===== config.mk =====
export PLATFORM = sky130hd
export DESIGN_NAME = muldiv_seq
export DESIGN_NICKNAME = d
export VERILOG_FILES = /design/src/rtl/muldiv_seq.sv
export SDC_FILE = /design/constraint.sdc
export NUM_CORES = 1
export LEC_CHECK = 0
export ABC_AREA = 0
export CAP_MARGIN = 0
export CORE_MARGIN = 2
export CORE_UTILIZATION = 35
export DETAILED_ROUTE_END_ITERATION = 6
export GPL_ROUTABILITY_DRIVEN = 0
export SYNTH_ARGS = -nofsm -noshare
export SYNTH_HDL_FRONTEND = slang
export SYNTH_SLANG_ARGS = --single-unit

===== constraint.sdc =====
create_clock -name clk_i -period 6.4 [get_ports clk_i]
set_input_delay 1.28 -clock clk_i [delete_from_list [all_inputs] [get_ports clk_i]]
set_output_delay 1.28 -clock clk_i [all_outputs]
set_load 0.01 [all_outputs]

===== src/rtl/muldiv_seq.sv =====
// muldiv_seq: iterative RV32M multiply/divide sequencer for the execute stage.
// Radix-2 shift-add multiply and restoring shift-subtract divide share one 33-bit adder.
module muldiv_seq #(
  parameter int XLEN      = 32,
  parameter bit EARLY_OUT = 1'b1
) (
  input  logic            clk_i,
  input  logic            rst_i,
  input  logic            kill_i,
  input  logic            req_valid_i,
  output logic            req_ready_o,
  input  logic [2:0]      op_i,
  input  logic [XLEN-1:0] a_i,
  input  logic [XLEN-1:0] b_i,
  output logic            resp_valid_o,
  input  logic            resp_ready_i,
  output logic [XLEN-1:0] result_o,
  output logic            busy_o
);

  localparam int CW = $clog2(XLEN);
  localparam logic [XLEN-1:0] MIN_INT = {1'b1, {(XLEN-1){1'b0}}};

  typedef enum logic [1:0] {S_IDLE, S_CALC, S_FIXUP, S_DONE} state_t;

  state_t          r_state, w_stateNext;
  logic [2:0]      r_op;
  logic [CW-1:0]   r_cnt;
  logic [XLEN-1:0] r_hi, r_lo, r_mcand, r_result;
  logic            r_negRes, r_negRem;

  logic            w_aSigned, w_bSigned, w_aNeg, w_bNeg, w_bZero;
  logic            w_divZero, w_overflow, w_early, w_accept, w_isDiv;
  logic [XLEN-1:0] w_aMag, w_bMag, w_earlyRes;

  // Accept-time decode: operand magnitudes and the sign flags applied at fixup.
  assign w_aSigned  = op_i[2] ? ~op_i[0] : (op_i[1:0] != 2'b11);
  assign w_bSigned  = op_i[2] ? ~op_i[0] : ~op_i[1];
  assign w_aNeg     = w_aSigned & a_i[XLEN-1];
  assign w_bNeg     = w_bSigned & b_i[XLEN-1];
  assign w_aMag     = w_aNeg ? -a_i : a_i;
  assign w_bMag     = w_bNeg ? -b_i : b_i;
  assign w_bZero    = (b_i == '0);
  assign w_divZero  = op_i[2] & w_bZero;
  assign w_overflow = op_i[2] & ~op_i[0] & (a_i == MIN_INT) & (b_i == '1);
  assign w_early    = EARLY_OUT & (w_divZero | w_overflow);
  assign w_earlyRes = op_i[1] ? (w_divZero ? a_i : '0) : (w_divZero ? '1 : MIN_INT);
  assign w_accept   = (r_state == S_IDLE) & req_valid_i & ~kill_i;

  always_ff @(posedge clk_i or posedge rst_i) begin
    if (rst_i) r_state <= S_IDLE;
    else       r_state <= w_stateNext;
  end

  always_comb begin
    w_stateNext  = r_state;
    req_ready_o  = (r_state == S_IDLE);
    resp_valid_o = (r_state == S_DONE);
    busy_o       = (r_state != S_IDLE);
    if (kill_i) begin
      w_stateNext = S_IDLE;
    end else begin
      case (r_state)
        S_IDLE:  if (req_valid_i) w_stateNext = w_early ? S_DONE : S_CALC;
        S_CALC:  if (r_cnt == '0) w_stateNext = S_FIXUP;
        S_FIXUP: w_stateNext = S_DONE;
        S_DONE:  if (resp_ready_i) w_stateNext = S_IDLE;
        default: w_stateNext = S_IDLE;
      endcase
    end
  end

  // Multiply adds the multiplicand only when the product LSB is set; divide
  // computes {rem,next dividend bit} - divisor, carry-out meaning no borrow.
  logic [XLEN:0]   w_addA, w_addB;
  logic [XLEN+1:0] w_sum;
  logic            w_fits;

  assign w_isDiv = r_op[2];
  assign w_addA  = w_isDiv ? {r_hi, r_lo[XLEN-1]} : {1'b0, r_hi};
  assign w_addB  = w_isDiv ? ~{1'b0, r_mcand} : (r_lo[0] ? {1'b0, r_mcand} : '0);
  assign w_sum   = {1'b0, w_addA} + {1'b0, w_addB} + {{(XLEN+1){1'b0}}, w_isDiv};
  assign w_fits  = w_sum[XLEN+1];

  logic [2*XLEN-1:0] w_prodFix;
  logic [XLEN-1:0]   w_quo, w_rem, w_fixRes;

  always_comb begin
    w_prodFix = r_negRes ? -{r_hi, r_lo} : {r_hi, r_lo};
    w_quo     = r_negRes ? -r_lo : r_lo;
    w_rem     = r_negRem ? -r_hi : r_hi;
    case (r_op)
      3'd0:          w_fixRes = w_prodFix[XLEN-1:0];
      3'd1, 3'd2,
      3'd3:          w_fixRes = w_prodFix[2*XLEN-1:XLEN];
      3'd4, 3'd5:    w_fixRes = w_quo;
      default:       w_fixRes = w_rem;
    endcase
  end

  always_ff @(posedge clk_i or posedge rst_i) begin
    if (rst_i) begin
      r_op     <= '0;
      r_cnt    <= '0;
      r_hi     <= '0;
      r_lo     <= '0;
      r_mcand  <= '0;
      r_result <= '0;
      r_negRes <= 1'b0;
      r_negRem <= 1'b0;
    end else if (w_accept) begin
      r_op     <= op_i;
      r_cnt    <= CW'(XLEN-1);
      r_hi     <= '0;
      r_lo     <= w_aMag;
      r_mcand  <= w_bMag;
      r_negRes <= (w_aNeg ^ w_bNeg) & ~w_divZero;
      r_negRem <= w_aNeg;
      if (w_early) r_result <= w_earlyRes;
    end else if (r_state == S_CALC && !kill_i) begin
      if (r_cnt != '0) r_cnt <= r_cnt - 1'b1;
      if (w_isDiv) begin
        r_hi <= w_fits ? w_sum[XLEN-1:0] : {r_hi[XLEN-2:0], r_lo[XLEN-1]};
        r_lo <= {r_lo[XLEN-2:0], w_fits};
      end else begin
        r_hi <= w_sum[XLEN:1];
        r_lo <= {w_sum[0], r_lo[XLEN-1:1]};
      end
    end else if (r_state == S_FIXUP && !kill_i) begin
      r_result <= w_fixRes;
    end
  end

  assign result_o = r_result;

endmodule


### Yosys cells after proc, flatten, opt, wreduce, memory -nomap -nowiden

Index checks and enable logic that the tools add are counted.

| cells by class | value |
|---|---|
| add/subtract/negate cells | 8 |
| bitwise operators | 16 |
| mux-type cells | 34 |
| magnitude comparators | 0 |
| reductions and logical operators | 17 |
| divide/modulo/power cells | 0 |
| shift operators | 0 |
| eq/ne operators | 16 |
| multipliers | 0 |

Operator list:

| kind | count |
|---|---|
| $mux W32 | 18 |
| $neg A32 Y32 | 4 |
| $pmux W32 S3 | 1 |
| $mux W33 | 2 |
| $eq A32 B32 Y1 const B | 2 |
| $mux W64 | 1 |
| $neg A64 Y64 | 1 |
| $add A33 B33 Y34 | 1 |
| $add A34 B1 Y34 | 1 |
| $not A32 Y33 | 1 |
| $logic_not A32 Y1 | 1 |
| $mux W31 | 1 |
| $mux W5 | 3 |
| $mux W2 | 5 |
| $and A1 B1 Y1 | 9 |
| $pmux W2 S4 | 1 |
| $reduce_bool A2 Y1 | 4 |
| $eq A3 B2 Y1 const B | 2 |
| $eq A3 B3 Y1 const B | 2 |
| $ne A2 B2 Y1 const B | 3 |
| $ne A3 B3 Y1 const B | 2 |
| $reduce_and A3 Y1 | 2 |
| $logic_not A5 Y1 | 1 |
| $reduce_bool A5 Y1 | 1 |
| other kinds (16) | 22 |

| word-level totals | value |
|---|---|
| memories | 0 |
| word-level logic and storage cells | 100 |
| latch bits | 0 |
| memory bits (read-only) | 0 |
| bits in registers | 140 |
| RAM bits | 0 |

### Depth between registers and ports, before layout

| depth | value |
|---|---|
| depth after elaboration | 9 |
| gate-level depth with buffers | 18 |
| gate-level depth less buffers | 17 |

### Worst setup path after synthesis

Ideal clock, no wire load.

| timing path | value |
|---|---|
| kind | reg2reg |
| start point | register r_op[2] |
| end point | register r_hi[21] |
| stages on the path, launching flop included | 16 |
| path buffers | 4 |
| data required time | 6.278 ns |
| period minus slack after synthesis | 4.406 ns |
| arrival | 4.284 ns |
| setup slack | 1.994 ns |
| setup time | 0.122 ns |
| cell sequence | dfrtp_1 -> clkbuf_1 -> clkbuf_1 -> clkbuf_1 -> mux2_2 -> ha_1 -> a21o_1 -> a31o_2 -> a211o_1 -> o21ba_2 -> o31ai_1 -> nor3_1 -> or2_1 -> clkbuf_1 -> or3_1 -> a32o_1 |

| between the ends | value |
|---|---|
| cells in the longest elaborated chain, start to end | 7 |

RTL lines:

| item | RTL line | RTL |
|---|---|---|
| start, declared | 27 | `logic [2:0] r_op;` |
| start signal, assigned | 112 | `r_op <= op_i;` |
| $mux W33, on equally long branches | 80, 81 |  |
| $add A33 B33 Y34 | 82 | `assign w_sum = {1'b0, w_addA} + {1'b0, w_addB} + {{(XLEN+1){1'b0}}, w_isDiv};` |
| $add A34 B1 Y34 | 82 |  |
| $mux W32 | 123 | `r_hi <= w_fits ? w_sum[XLEN-1:0] : {r_hi[XLEN-2:0], r_lo[XLEN-1]};` |
| $mux W32 (*) | 122 | `if (w_isDiv) begin` |
| $mux W32 (*) | 120 | `end else if (r_state == S_CALC && !kill_i) begin` |
| $mux W32 (*) | 111 | `end else if (w_accept) begin` |
| end signal, assigned | 123 |  |
| end signal, assigned | 126 | `r_hi <= w_sum[XLEN:1];` |
| end, declared | 29 | `logic [XLEN-1:0] r_hi, r_lo, r_mcand, r_result;` |

Mark *: on every way between the ends. The rest lies on a longest branch, timed or not. The select of a mux whose other input is x is not followed.
A chain may end at the register's enable or synchronous reset.

### Worst setup path after layout

| timing path | value |
|---|---|
| start point | register r_op[2] |
| end point | register r_hi[9] |

Same word-level chain as after synthesis.

==> flow_metrics.py <==
metrics = {
    "run_status": {
        "status": "completed",
    },
    "clock_network": {
        "postCtsHoldBufs": 0,
        "cts.path.max_buffers": 2,
        "cts_htree_levels": 4,
        "clock_latency_ps": 440,
        "postCtsResizedCells": 0,
        "clock_sinks": 140,
        "cts_tree": "done",
        "cts-root-buf": "clkbuf_16",
        "cts.clk_slew.worst_paths_ps": 60,
        "cts_setup_buffers": 0,
        "cts_made_buffers": 17,
    },
    "route": {
        "via_per_inst": 5.97,
        "num_vias": 13100,
        "drt-total-wl_mm": 44.7,
        "drt_iter0_markers": 1320,
        "routedWlPerCell_um": 20.3,
        "drc_errors": 0,
        "postRouteAntennaNets": 0,
        "drtPass1Iterations": 6,
    },
    "synth": {
        "synth_area_leader_cell": "dfrtp_1",
        "syn_area_um2": 13100,
        "async_reset_ff_frac": 1.00,
        "ys_types": 78,
        "yosysMostFrequentCell": "nand2_1",
        "synth_cells": 1713,
        "synthTopCellsByArea": "dfrtp_1 27%, o21ai_0 7.8%, xnor2_1 6.9%",
        "ys_seq_area_frac": 0.267,
        "synth-main-ff-cell": "dfrtp_1",
        "synth_warnings": 0,
        "syn-mean-instance-area_um2": 7.65,
        "synth_nets": 1830,
        "yosys-top-cells-count": "219 x nand2_1, 204 x o21ai_0, 140 x dfrtp_1",
        "synth_top_cell_area_share": 0.267,
        "ys_ff_latch": 140,
        "synth_edf_count": 0,
    },
    "floorplanning": {
        "die_h_um": 198,
        "dieWidth_um": 198,
        "io_pins": 107,
        "start_util": 0.356,
        "num_rows": 70,
        "fp.coreArea_um2": 36800,
        "die_area_um2": 39000,
    },
    "critical_path": {
        "worstSetupPathType": "reg2reg",
        "cp_slowest_cell": "nor2_2",
        "crit_arrival_ps": 5180,
        "crit_chain": "nor2_2, nand2_1, o21ai_0, inv_1, fa_1, nor2b_1, o2111ai_1, a211oi_1, o21ba_2, o31a_1, a21oi_1, o211ai_1, buf_4, o221ai_1, o21ai_0",
        "cp_top_family": "compound AO/OA/AOI/OAI gates",
        "crit_top_cell": "o21ai_0",
        "required_ps": 6750,
        "crit_path_max_incr_delay_ps": 960,
        "cp_max_fo": 32,
        "start_kind": "flop",
        "path_buf_inv": 2,
        "end_kind": "flop",
    },
    "timing": {
        "hold_violations": 0,
        "grt_setup_unrepaired": "false",
        "skew_ps": 12.6,
        "setup_tns_ps": 0,
        "final-max-slew-violation-count": 0,
        "slew_headroom": 0.195,
        "period_minus_slack_ps": 4830,
        "tightest_slew_ps": 1210,
        "max_freq_mhz": 207,
        "setup_viol": 0,
        "period_share": 0.755,
        "layout_setup_ws_ps": 1570,
    },
    "place": {
        "dp.final_hpwl_mm": 33.1,
        "dpl_cell_area_um2": 14400,
        "port_buffers": 106,
        "dp_slack_ps": 1500,
    },
    "global_routing": {
        "busiest_layer": "met2",
        "grt_pass1_wl_mm": 70.2,
        "grt_use_met2": 0.361,
        "antenna_found_initial": 1,
        "grt_usage": 0.229,
        "met1_usage": 0.319,
        "overflow": 0,
        "grt_pass1_vias": 12400,
        "grt_max_degree": 101,
        "met3_usage": 0.0318,
    },
    "flow_run": {
        "max_cap_viol_count": 0,
    },
    "final_layout": {
        "n_antenna_cell": 0,
        "nets": 1839,
        "drive_gt1_frac": 0.0692,
        "final_area_um2": 15100,
        "area_growth_pct": 15.2,
        "n_fill_cell": 3751,
    },
    "hold_path": {
        "hold_path.class": "reg2reg",
    },
    "pwr": {
        "p_per_area_nw_per_um2": 525,
        "peakVddDrop_uv": 277,
        "leakage_nw": 5.94,
    },
}
## metal layers
metal  wire length (um)  vias up  part of all wire
met4               1310        0             0.029
met2              20000      570              0.45
met5                  0        -                 0
met3               3220       86             0.072
met1              20100     6284              0.45
li1                   -     6208                 -
## per-stage QoR
step | power [mW] | std cells | utilization | hold slack (ps)
3_5_place_dp | 6.68 | 2171 | 0.393 | 485
3_3_place_gp | 6.64 | 2171 | 0.393 | 481
2_1_floorplan | 5.26 | 1713 | - | 466
5_1_grt | 8.52 | 2202 | 0.410 | 520
4_1_cts | 7.86 | 2202 | 0.410 | 503
6_report | 7.92 | 2202 | 0.410 | 491
## sequential cells by signal (all words and copies together), names as in the netlist
signal and cells:
r_state 2, r_cnt 5, r_op 3, r_hi 32, result_o 32, r_negRem 1, r_mcand 32, r_lo 32
r_negRes 1
## layout make-up
class | count | area, um2 | area share
sequential | 140 | 3510 | 0.232
clock buffer | 22 | 474 | 0.0314
tap | 468 | 586 | 0.0388
clock inverter | 9 | 184 | 0.0122
inverter | 46 | 178 | 0.0118
timing repair buffer | 130 | 1240 | 0.0822
multi-input combinational | 1387 | 8930 | 0.591
## power breakdown
part           leakage [nW]  internal (mW)  total (mW)  switching [mW]
Clock                 0.317          0.724        1.15           0.427
Combinational          3.87           1.99        4.83            2.85
Sequential             1.75           1.27        1.94           0.671
## cell families after synthesis
group | Yosys count | synth area share
multiplexers | 68 | 0.0547
AO/OA/AOI/OAI | 586 | 0.281
buffers and inverters | 186 | 0.0546
flip-flops | 140 | 0.267
adder cells (fa/ha/maj) | 45 | 0.0441
XOR/XNOR | 163 | 0.109
AND/OR/NAND/NOR | 525 | 0.189
## placed cells by master, fill, tap and decap left out, types with 6 or more instances in the layout
cell type / count
or4_1: 9
a21boi_0: 7
o21bai_1: 8
a21oi_1: 116
nand4_1: 20
clkbuf_16: 17
a211o_1: 6
nand2_1: 218
nand2b_1: 16
nor4_1: 15
buf_4: 24
nor2b_1: 7
mux2_2: 29
a31oi_1: 13
a211oi_1: 44
and2_1: 9
dfrtp_1: 139
xnor2_1: 104
o41ai_1: 9
mux2i_1: 39
or3_1: 22
xor2_1: 59
ha_1: 43
o211ai_1: 9
a21o_1: 21
o31ai_1: 36
inv_1: 43
o221ai_1: 20
nand3_1: 20
o21ai_0: 204
nor2_1: 124
a22oi_1: 13
clkdlybuf4s50_1: 106
or2_2: 8
o21a_1: 8
o22ai_1: 21
nor3_1: 23
## path summary, 6_finish.rpt
path                       slack (ps)          end         from  cells past startpoint
setup / recovery                 1570      r_hi[9]      r_op[2]                     15
hold / removal                    490  result_o[6]  result_o[6]                      2
setup reg to reg                 1570      r_hi[9]      r_op[2]                     15
hold reg to reg                   490  result_o[6]  result_o[6]                      2
max in group asynchronous        3870  result_o[7]        rst_i                      3
min in group asynchronous        1420     r_hi[18]        rst_i                      2
## worst min-delay path, delay by kind of cell, from the launching register on
family | cells | cell delay (ps)
DFF | 1 | 350
AOI/OAI and AO/OA | 1 | 60
and+or+nand+nor | 1 | 50
No activity file was read; power rests on OpenSTA's default activity.
